===== src/rtl/rs232_echo_master.sv =====
// Polls an RS232 UART over Avalon-MM and echoes received bytes back,
// buffering them in a small FIFO while the transmitter has no space.
module rs232_echo_master #(
    parameter int FIFO_DEPTH = 8,
    parameter bit UPPERCASE  = 1'b0
) (
    input  logic        clk_clk,
    input  logic        reset_reset,
    input  logic        enable,
    output logic        avm_address,
    output logic        avm_chipselect,
    output logic [3:0]  avm_byteenable,
    output logic        avm_read,
    output logic        avm_write,
    output logic [31:0] avm_writedata,
    input  logic [31:0] avm_readdata,
    output logic [15:0] rx_count,
    output logic [15:0] tx_count,
    output logic        busy
);

    localparam int AW = (FIFO_DEPTH > 1) ? $clog2(FIFO_DEPTH) : 1;

    typedef enum logic [2:0] {
        S_IDLE, S_RD_DATA, S_WAIT_DATA, S_RD_CTRL, S_WAIT_CTRL, S_WR_DATA
    } state_t;

    state_t r_state;
    state_t w_next;

    logic [7:0]    r_mem [FIFO_DEPTH];
    logic [AW-1:0] r_wptr;
    logic [AW-1:0] r_rptr;
    logic [AW:0]   r_cnt;
    logic [15:0]   r_rx_count;
    logic [15:0]   r_tx_count;

    logic        r_read;
    logic        r_write;
    logic        r_cs;
    logic        r_addr;
    logic [3:0]  r_be;
    logic [31:0] r_wd;

    logic        w_read;
    logic        w_write;
    logic        w_cs;
    logic        w_addr;
    logic [3:0]  w_be;
    logic [31:0] w_wd;

    logic       w_full;
    logic       w_empty;
    logic       w_push;
    logic       w_pop;
    logic       w_is_lower;
    logic [7:0] w_push_byte;
    logic       w_unused;

    assign w_full     = (r_cnt == (AW+1)'(FIFO_DEPTH));
    assign w_empty    = (r_cnt == '0);
    assign w_push     = (r_state == S_WAIT_DATA) && avm_readdata[15];
    assign w_pop      = (r_state == S_WR_DATA);
    assign w_is_lower = (avm_readdata[7:0] >= 8'h61) && (avm_readdata[7:0] <= 8'h7A);
    assign w_unused   = &{1'b0, avm_readdata[14:8]};

    always_comb begin
        w_push_byte = avm_readdata[7:0];
        if (UPPERCASE && w_is_lower) begin
            w_push_byte = avm_readdata[7:0] - 8'h20;
        end
    end

    always_ff @(posedge clk_clk or posedge reset_reset) begin
        if (reset_reset) begin
            r_state <= S_IDLE;
        end else begin
            r_state <= w_next;
        end
    end

    always_comb begin
        w_next = r_state;
        unique case (r_state)
            S_IDLE:      if (enable) w_next = w_full ? S_RD_CTRL : S_RD_DATA;
            S_RD_DATA:   w_next = S_WAIT_DATA;
            S_WAIT_DATA: w_next = S_RD_CTRL;
            S_RD_CTRL:   w_next = S_WAIT_CTRL;
            S_WAIT_CTRL: w_next = (avm_readdata[31:16] != 16'h0 && !w_empty)
                                  ? S_WR_DATA : S_IDLE;
            S_WR_DATA:   w_next = S_IDLE;
            default:     w_next = S_IDLE;
        endcase
    end

    // Strobes are decoded from the next state so they register on entry.
    always_comb begin
        w_read  = 1'b0;
        w_write = 1'b0;
        w_cs    = 1'b0;
        w_addr  = 1'b0;
        w_be    = 4'h0;
        w_wd    = 32'h0;
        unique case (w_next)
            S_RD_DATA: begin
                w_read = 1'b1;
                w_cs   = 1'b1;
                w_be   = 4'b1111;
            end
            S_RD_CTRL: begin
                w_read = 1'b1;
                w_cs   = 1'b1;
                w_addr = 1'b1;
                w_be   = 4'b1111;
            end
            S_WR_DATA: begin
                w_write = 1'b1;
                w_cs    = 1'b1;
                w_be    = 4'b0001;
                w_wd    = {24'h0, r_mem[r_rptr]};
            end
            default: ;
        endcase
    end

    always_ff @(posedge clk_clk or posedge reset_reset) begin
        if (reset_reset) begin
            r_read  <= 1'b0;
            r_write <= 1'b0;
            r_cs    <= 1'b0;
            r_addr  <= 1'b0;
            r_be    <= 4'h0;
            r_wd    <= 32'h0;
        end else begin
            r_read  <= w_read;
            r_write <= w_write;
            r_cs    <= w_cs;
            r_addr  <= w_addr;
            r_be    <= w_be;
            r_wd    <= w_wd;
        end
    end

    always_ff @(posedge clk_clk) begin
        if (w_push) begin
            r_mem[r_wptr] <= w_push_byte;
        end
    end

    always_ff @(posedge clk_clk or posedge reset_reset) begin
        if (reset_reset) begin
            r_wptr     <= '0;
            r_rptr     <= '0;
            r_cnt      <= '0;
            r_rx_count <= 16'h0;
            r_tx_count <= 16'h0;
        end else begin
            if (w_push) begin
                r_wptr     <= r_wptr + AW'(1);
                r_cnt      <= r_cnt + (AW+1)'(1);
                r_rx_count <= r_rx_count + 16'h1;
            end
            if (w_pop) begin
                r_rptr     <= r_rptr + AW'(1);
                r_cnt      <= r_cnt - (AW+1)'(1);
                r_tx_count <= r_tx_count + 16'h1;
            end
        end
    end

    assign avm_read       = r_read;
    assign avm_write      = r_write;
    assign avm_chipselect = r_cs;
    assign avm_address    = r_addr;
    assign avm_byteenable = r_be;
    assign avm_writedata  = r_wd;
    assign rx_count       = r_rx_count;
    assign tx_count       = r_tx_count;
    assign busy           = (r_state != S_IDLE);

endmodule

===== config.mk =====
export PLATFORM = sky130hd
export DESIGN_NAME = rs232_echo_master
export DESIGN_NICKNAME = d
export VERILOG_FILES = /design/src/rtl/rs232_echo_master.sv
export SDC_FILE = /design/constraint.sdc
export NUM_CORES = 1
export LEC_CHECK = 0
export CORE_ASPECT_RATIO = 1.2
export CORE_MARGIN = 2
export CORE_UTILIZATION = 51
export CTS_CLUSTER_DIAMETER = 150
export DETAILED_ROUTE_END_ITERATION = 12
export PLACE_DENSITY = 0.91
export SETUP_SLACK_MARGIN = 0.05
export SYNTH_ARGS = -nofsm -noshare
export SYNTH_HDL_FRONTEND = slang
export SYNTH_SLANG_ARGS = --single-unit

===== constraint.sdc =====
create_clock -name clk_clk -period 2.6 [get_ports clk_clk]
set_clock_uncertainty 0.1 [all_clocks]
set_input_delay 0.78 -clock clk_clk [delete_from_list [all_inputs] [get_ports clk_clk]]
set_output_delay 0.78 -clock clk_clk [all_outputs]
set_load 0.02 [all_outputs]

# --- Word level (Yosys, flattened, before mapping) ---
# Memory sizes are Yosys's and may differ from the RTL's.
# Cells that the tools add are included.
word_totals:
  ff_bits: 85
  ramBits: 64
  in_bits: 35
  out_inout_bits: 73
  word_cells: 52
  memories: 1
memory_table:
  columns: ["memory", "words", "word_bits", "rd", "rd_clocked_by_memory_dff", "wr", "line", "rtl"]
  rows:
  - ["r_mem", 8, 8, 1, 0, 1, "31", "logic [7:0] r_mem [FIFO_DEPTH];"]
classes:
  addsub: 6
  n_eq_ne: 9
  muxes: 14
  reduce_logical: 10
op_table:
  columns: ["operator", "n"]
  rows:
  - ["adder 16 x 1 -> 16 bit (second input constant)", 2]
  - ["nonzero test 16 bit", 1]
  - ["one-hot mux 3 bit (5 select lines)", 1]
  - ["equality test 3 x 2 -> 1 bit (second input constant)", 3]
  - ["equality test 3 bit (second input constant)", 3]
  - ["two-way mux 4 bit", 2]
  - ["two-way mux 8 bit", 1]
  - ["one-hot mux 4 bit (2 select lines)", 1]
  - ["adder 3 x 1 -> 3 bit (second input constant)", 2]
  - ["equality test 3 x 1 -> 1 bit (second input constant)", 2]
  - ["two-way mux 1 bit", 6]
  - ["two-way mux 3 bit", 2]
  - ["adder 4 x 1 -> 4 bit (second input constant)", 1]
  - ["equality test 4 bit (second input constant)", 1]
  - ["logical NOT 4 bit", 1]
  - ["subtractor 4 x 1 -> 4 bit (second input constant)", 1]
  - ["logical NOT 3 bit", 1]
  - ["nonzero test 3 bit", 1]
  - ["OR reduction 3 bit", 1]
  - ["logical AND 1 bit", 2]
  - ["two-way mux 2 bit", 1]
  - ["nonzero test 2 bit", 1]
  - ["OR reduction 2 bit", 1]
  - ["logical NOT 1 bit", 1]

# --- Longest topological paths before layout ---
depth:
  depth_word: 8
  ltp_mapped: 9
  ltp_nobuf: 7

# --- Worst setup path after synthesis ---
# No wires, ideal clock.
synth_timing:
  path_kind: "in2reg"
  from: "input port avm_readdata[15]"
  to: "memory r_mem[0][0] (enable)"
  setup_ns: 0.383
  arrival_ns: 1.868
  required_ns: 2.117
  path_slack_ns: 0.248
  stages: 4
  n_path_buf: 1
  path_cell_list: "and4bb_2 -> buf_2 -> nand2b_1 -> nor3_1"
synth_between:
  elab_chain_cells: 3
synth_lines:
  columns: ["item", "line", "rtl"]
  rows:
  - ["start: declaration", "16", "input logic [31:0] avm_readdata,"]
  - ["logical AND 1 bit", "62", "assign w_push = (r_state == S_WAIT_DATA) && avm_readdata[15];"]
  - ["two-way mux 1 bit", "145", "if (w_push) begin"]
  - ["two-way mux 1 bit (not written as such)", "146", "r_mem[r_wptr] <= w_push_byte;"]
  - ["end: declaration", "31", null]
# Every way passes these cells.

# --- Worst setup path in the final report ---
layout_timing:
  from: "register r_state[1]"
  to: "output port busy"
layout_between:
  elab_chain_cells: 1
layout_lines:
  columns: ["item", "line", "rtl"]
  rows:
  - ["start: declaration", "28", "state_t r_state;"]
  - ["start signal: assignment", "78", "r_state <= w_next;"]
  - ["nonzero test 3 bit", "179", "assign busy = (r_state != S_IDLE);"]
  - ["end: declaration", "19", "output logic busy"]
# Every way passes these cells.

==> metrics.yaml <==
sta:
  drv_slew: 0
  fin_crit_sh_pct: 94.0
  hold_viol_final: 0
  tightestPinTransition_ns: 0.828
  rsz0062_at_grt: "no"
  fmax_ghz: 0.409
  setup_viol: 0
  final.setup.worst_slack_ns: 0.156
  slew_headroom_pct: 44.8
  post-route-min-period_ns: 2.44
  setup_tns_ns: 0
critical_path:
  reg2reg_to: "r_cnt[3]"
  cp-startpoint: "r_state[1]"
  ff2ff_path_depth: 8
  slowest_stage: "or3_2"
  path_cells: "or3_2 > dlygate4sd2_1"
  critical_path_arrival_ns: 1.56
  endpoint: "busy"
  crit_type: "reg2out"
  r2r_start: "r_state[1]"
  cp_slowest_stage_delay_ns: 0.46
  cp-end-kind: "output pin"
  startpoint_type: "flop"
  worstPathMaxFanout: 2
  r2r_setup_slack_ns: 0.41
  required_ns: 1.72
yosys:
  async_flop_share_pct: 47.5
  synthCells: 346
  ys.flop_type: "edfxtp_1"
  ys_seq_area_share_pct: 65.8
  synth_cell_type_count: 36
  ys_ff_latch: 122
  ys.warnings.count: 0
  synth-edff-count: 64
  synth_area_per_cell_um2: 14.8
  netlist_area_um2: 5130
finish:
  diodes: 0
  fin_nets: 486
  area_delta_synth_final_pct: 28.5
  design_area_um2: 6590
  final_layout_size_suffix_gt1_share_pct: 14.9
  fin_cells: 583
grt:
  track_usage_pct: 19.8
  antenna_found_initial: 0
  grt_first_pass_wirelength_mm: 15.5
  first_global_vias: 3068
  grt_max_degree: 59
  gr-total-overflow: 0
place:
  dp.cells: 551
  io_buffers: 76
  gp_congestion: 0.785
  dp_slack_ns: 0.0866
  dpl_cell_area_um2: 6010
  place_hpwl_mm: 6.42
detailed_routing:
  drt_iter0_markers: 144
  vias_per_cell: 5.17
  drtPass1Iterations: 4
  antenna_left: 0
  num_vias: 3012
  drt_wl_total_mm: 9.83
  drc: 0
  wl_per_cell_um: 16.9
clocking:
  clk-insertion-delay-late_ns: 0.41
  htreeDepth: 4
  cts_setup_buffers: 0
  clk_pin_slew_worst_paths_ns: 0.05
  cts.sinks: 122
  cts_buffer_depth: 2
  hold_buffers: 0
  root_buffer: "clkbuf_16"
  cts_made_buffers: 17
  cts_tree: "done"
floorplan:
  num_rows: 40
  die_w_um: 95.5
  io_pins: 108
  dieArea_um2: 10900
  fp.dieH_um: 114
  initial_core_util_pct: 51.8
  coreArea_um2: 9910
power:
  power_density_nw_per_um2: 982
  p_leak_nw: 2.67
  vdd_drop_max_v: 0.000805
worst_hold_path:
  hp-class: "reg2reg"
run:
  cap_violations: 0
run_status:
  status: "finished, final reports clean"
placed cells by master, fill, tap and decap left out, drive strengths merged, types with 3 or more instances in the layout:
master / n
and3: 6
and4: 3
buf: 18
bufinv: 3
clkbuf: 20
clkdlybuf4s50: 75
clkinv: 4
clkinvlp: 3
conb: 24
dfrtp: 58
edfxtp: 64
ha: 6
inv: 10
mux2i: 10
mux4: 16
nand2: 32
nand2b: 5
nand3: 10
nand4: 10
nor2: 20
nor3: 5
nor4: 4
o21ai: 3
xnor2: 30
xor2: 6
Yosys cell counts, types with 2 or more instances:
cell	instances	area share, %
buf_4	28	4.1
ha_1	6	1.5
nand2b_1	5	0.61
edfxtp_1	64	37
nand2_1	32	2.3
o21ai_0	3	0.29
and3_1	6	0.73
mux4_2	16	7.0
buf_1	2	0.15
nand4_1	10	1.2
nand3_1	10	0.98
nor3_4	2	0.63
mux2i_1	10	2.0
nor4_1	4	0.49
xor2_1	6	1.0
buf_6	3	0.66
inv_1	8	0.59
dfrtp_1	58	28
xnor2_1	30	5.1
buf_2	4	0.39
nor2_1	20	1.5
and4_1	3	0.51
nor3_1	3	0.29
through the flow:
stage / hold WS (ns) / total power, W / utilization, %
5_1_grt: 0.399 / 0.00678 / 66.5
6_report: 0.365 / 0.00647 / 66.5
2_1_floorplan: 0.360 / 0.00367 / -
3_5_place_dp: 0.363 / 0.00417 / 60.6
3_3_place_gp: 0.360 / 0.00411 / 60.6
4_1_cts: 0.374 / 0.00653 / 66.5
report_power, final:
group	switching [W]	total [W]	internal (W)
clock network	0.000825	0.00233	0.00150
logic	0.000784	0.00159	0.000807
registers	0.000259	0.00255	0.00229
area by class of cell:
cell class              count  area (um^2)
clock inverters            12          149
inverters                   8         30.0
multi-input cells         201         1540
clock buffers              20          437
repair buffers             94          907
well taps                 126          158
flip-flops and latches    122         3370
fillers                   678         3320
registers in the layout, summed over array words and instances (netlist names):
register and cells:
r_mem 64, rx_count 16, tx_count 16, avm_writedata 8, r_cnt 4, r_rptr 3, r_state 3, r_wptr 3
avm_byteenable 2, avm_address 1, avm_chipselect 1, avm_write 1
per-layer routing:
layer	wire (um)	part of all wire, %	GRT usage [%]	vias to the layer above
li1	-	-	-	1392
met1	3880	40	23.5	1502
met2	5230	53	33.2	103
met3	542	5.5	6.34	15
met4	176	1.8	8.00	0
met5	0	0	0	-
logic make-up (layout without fill, tap and decap cells):
family                   after synthesis  after routing  synth area share, %
AND/OR/NAND/NOR                      100            100                 10.2
XOR/XNOR                              36             36                 6.15
flip-flops                           122            122                 65.8
adder cells (fa/ha/maj)                7              7                 1.85
AO/OA/AOI/OAI                          8              8                 1.00
multiplexers                          26             26                 8.98
other                                  1             24               0.0731
buffers and inverters                 46            134                 5.95
worst min path at each step:
stage / endpoint / from / depth (start not counted)
6_report: tx_count[15] / tx_count[15] / 1
5_1_grt: rx_count[15] / rx_count[15] / 1
4_1_cts: tx_count[15] / tx_count[15] / 1
3_5_place_dp: tx_count[15] / tx_count[15] / 1
3_3_place_gp: tx_count[15] / tx_count[15] / 1
2_1_floorplan: r_cnt[3] / r_cnt[3] / 1
repair_timing:
item	CTS	global route
setup endpoints to repair	1	0
resized for setup	1	0
endpoints found under the hold margin	0	0
worst max-delay path, delay by kind of cell (launching register included):
kind / cells / cell delay, ns
DFF: 1 / 0.37
buffers and inverters: 1 / 0.33
and+or+nand+nor: 1 / 0.46
(Power assumes the default switching activity.)
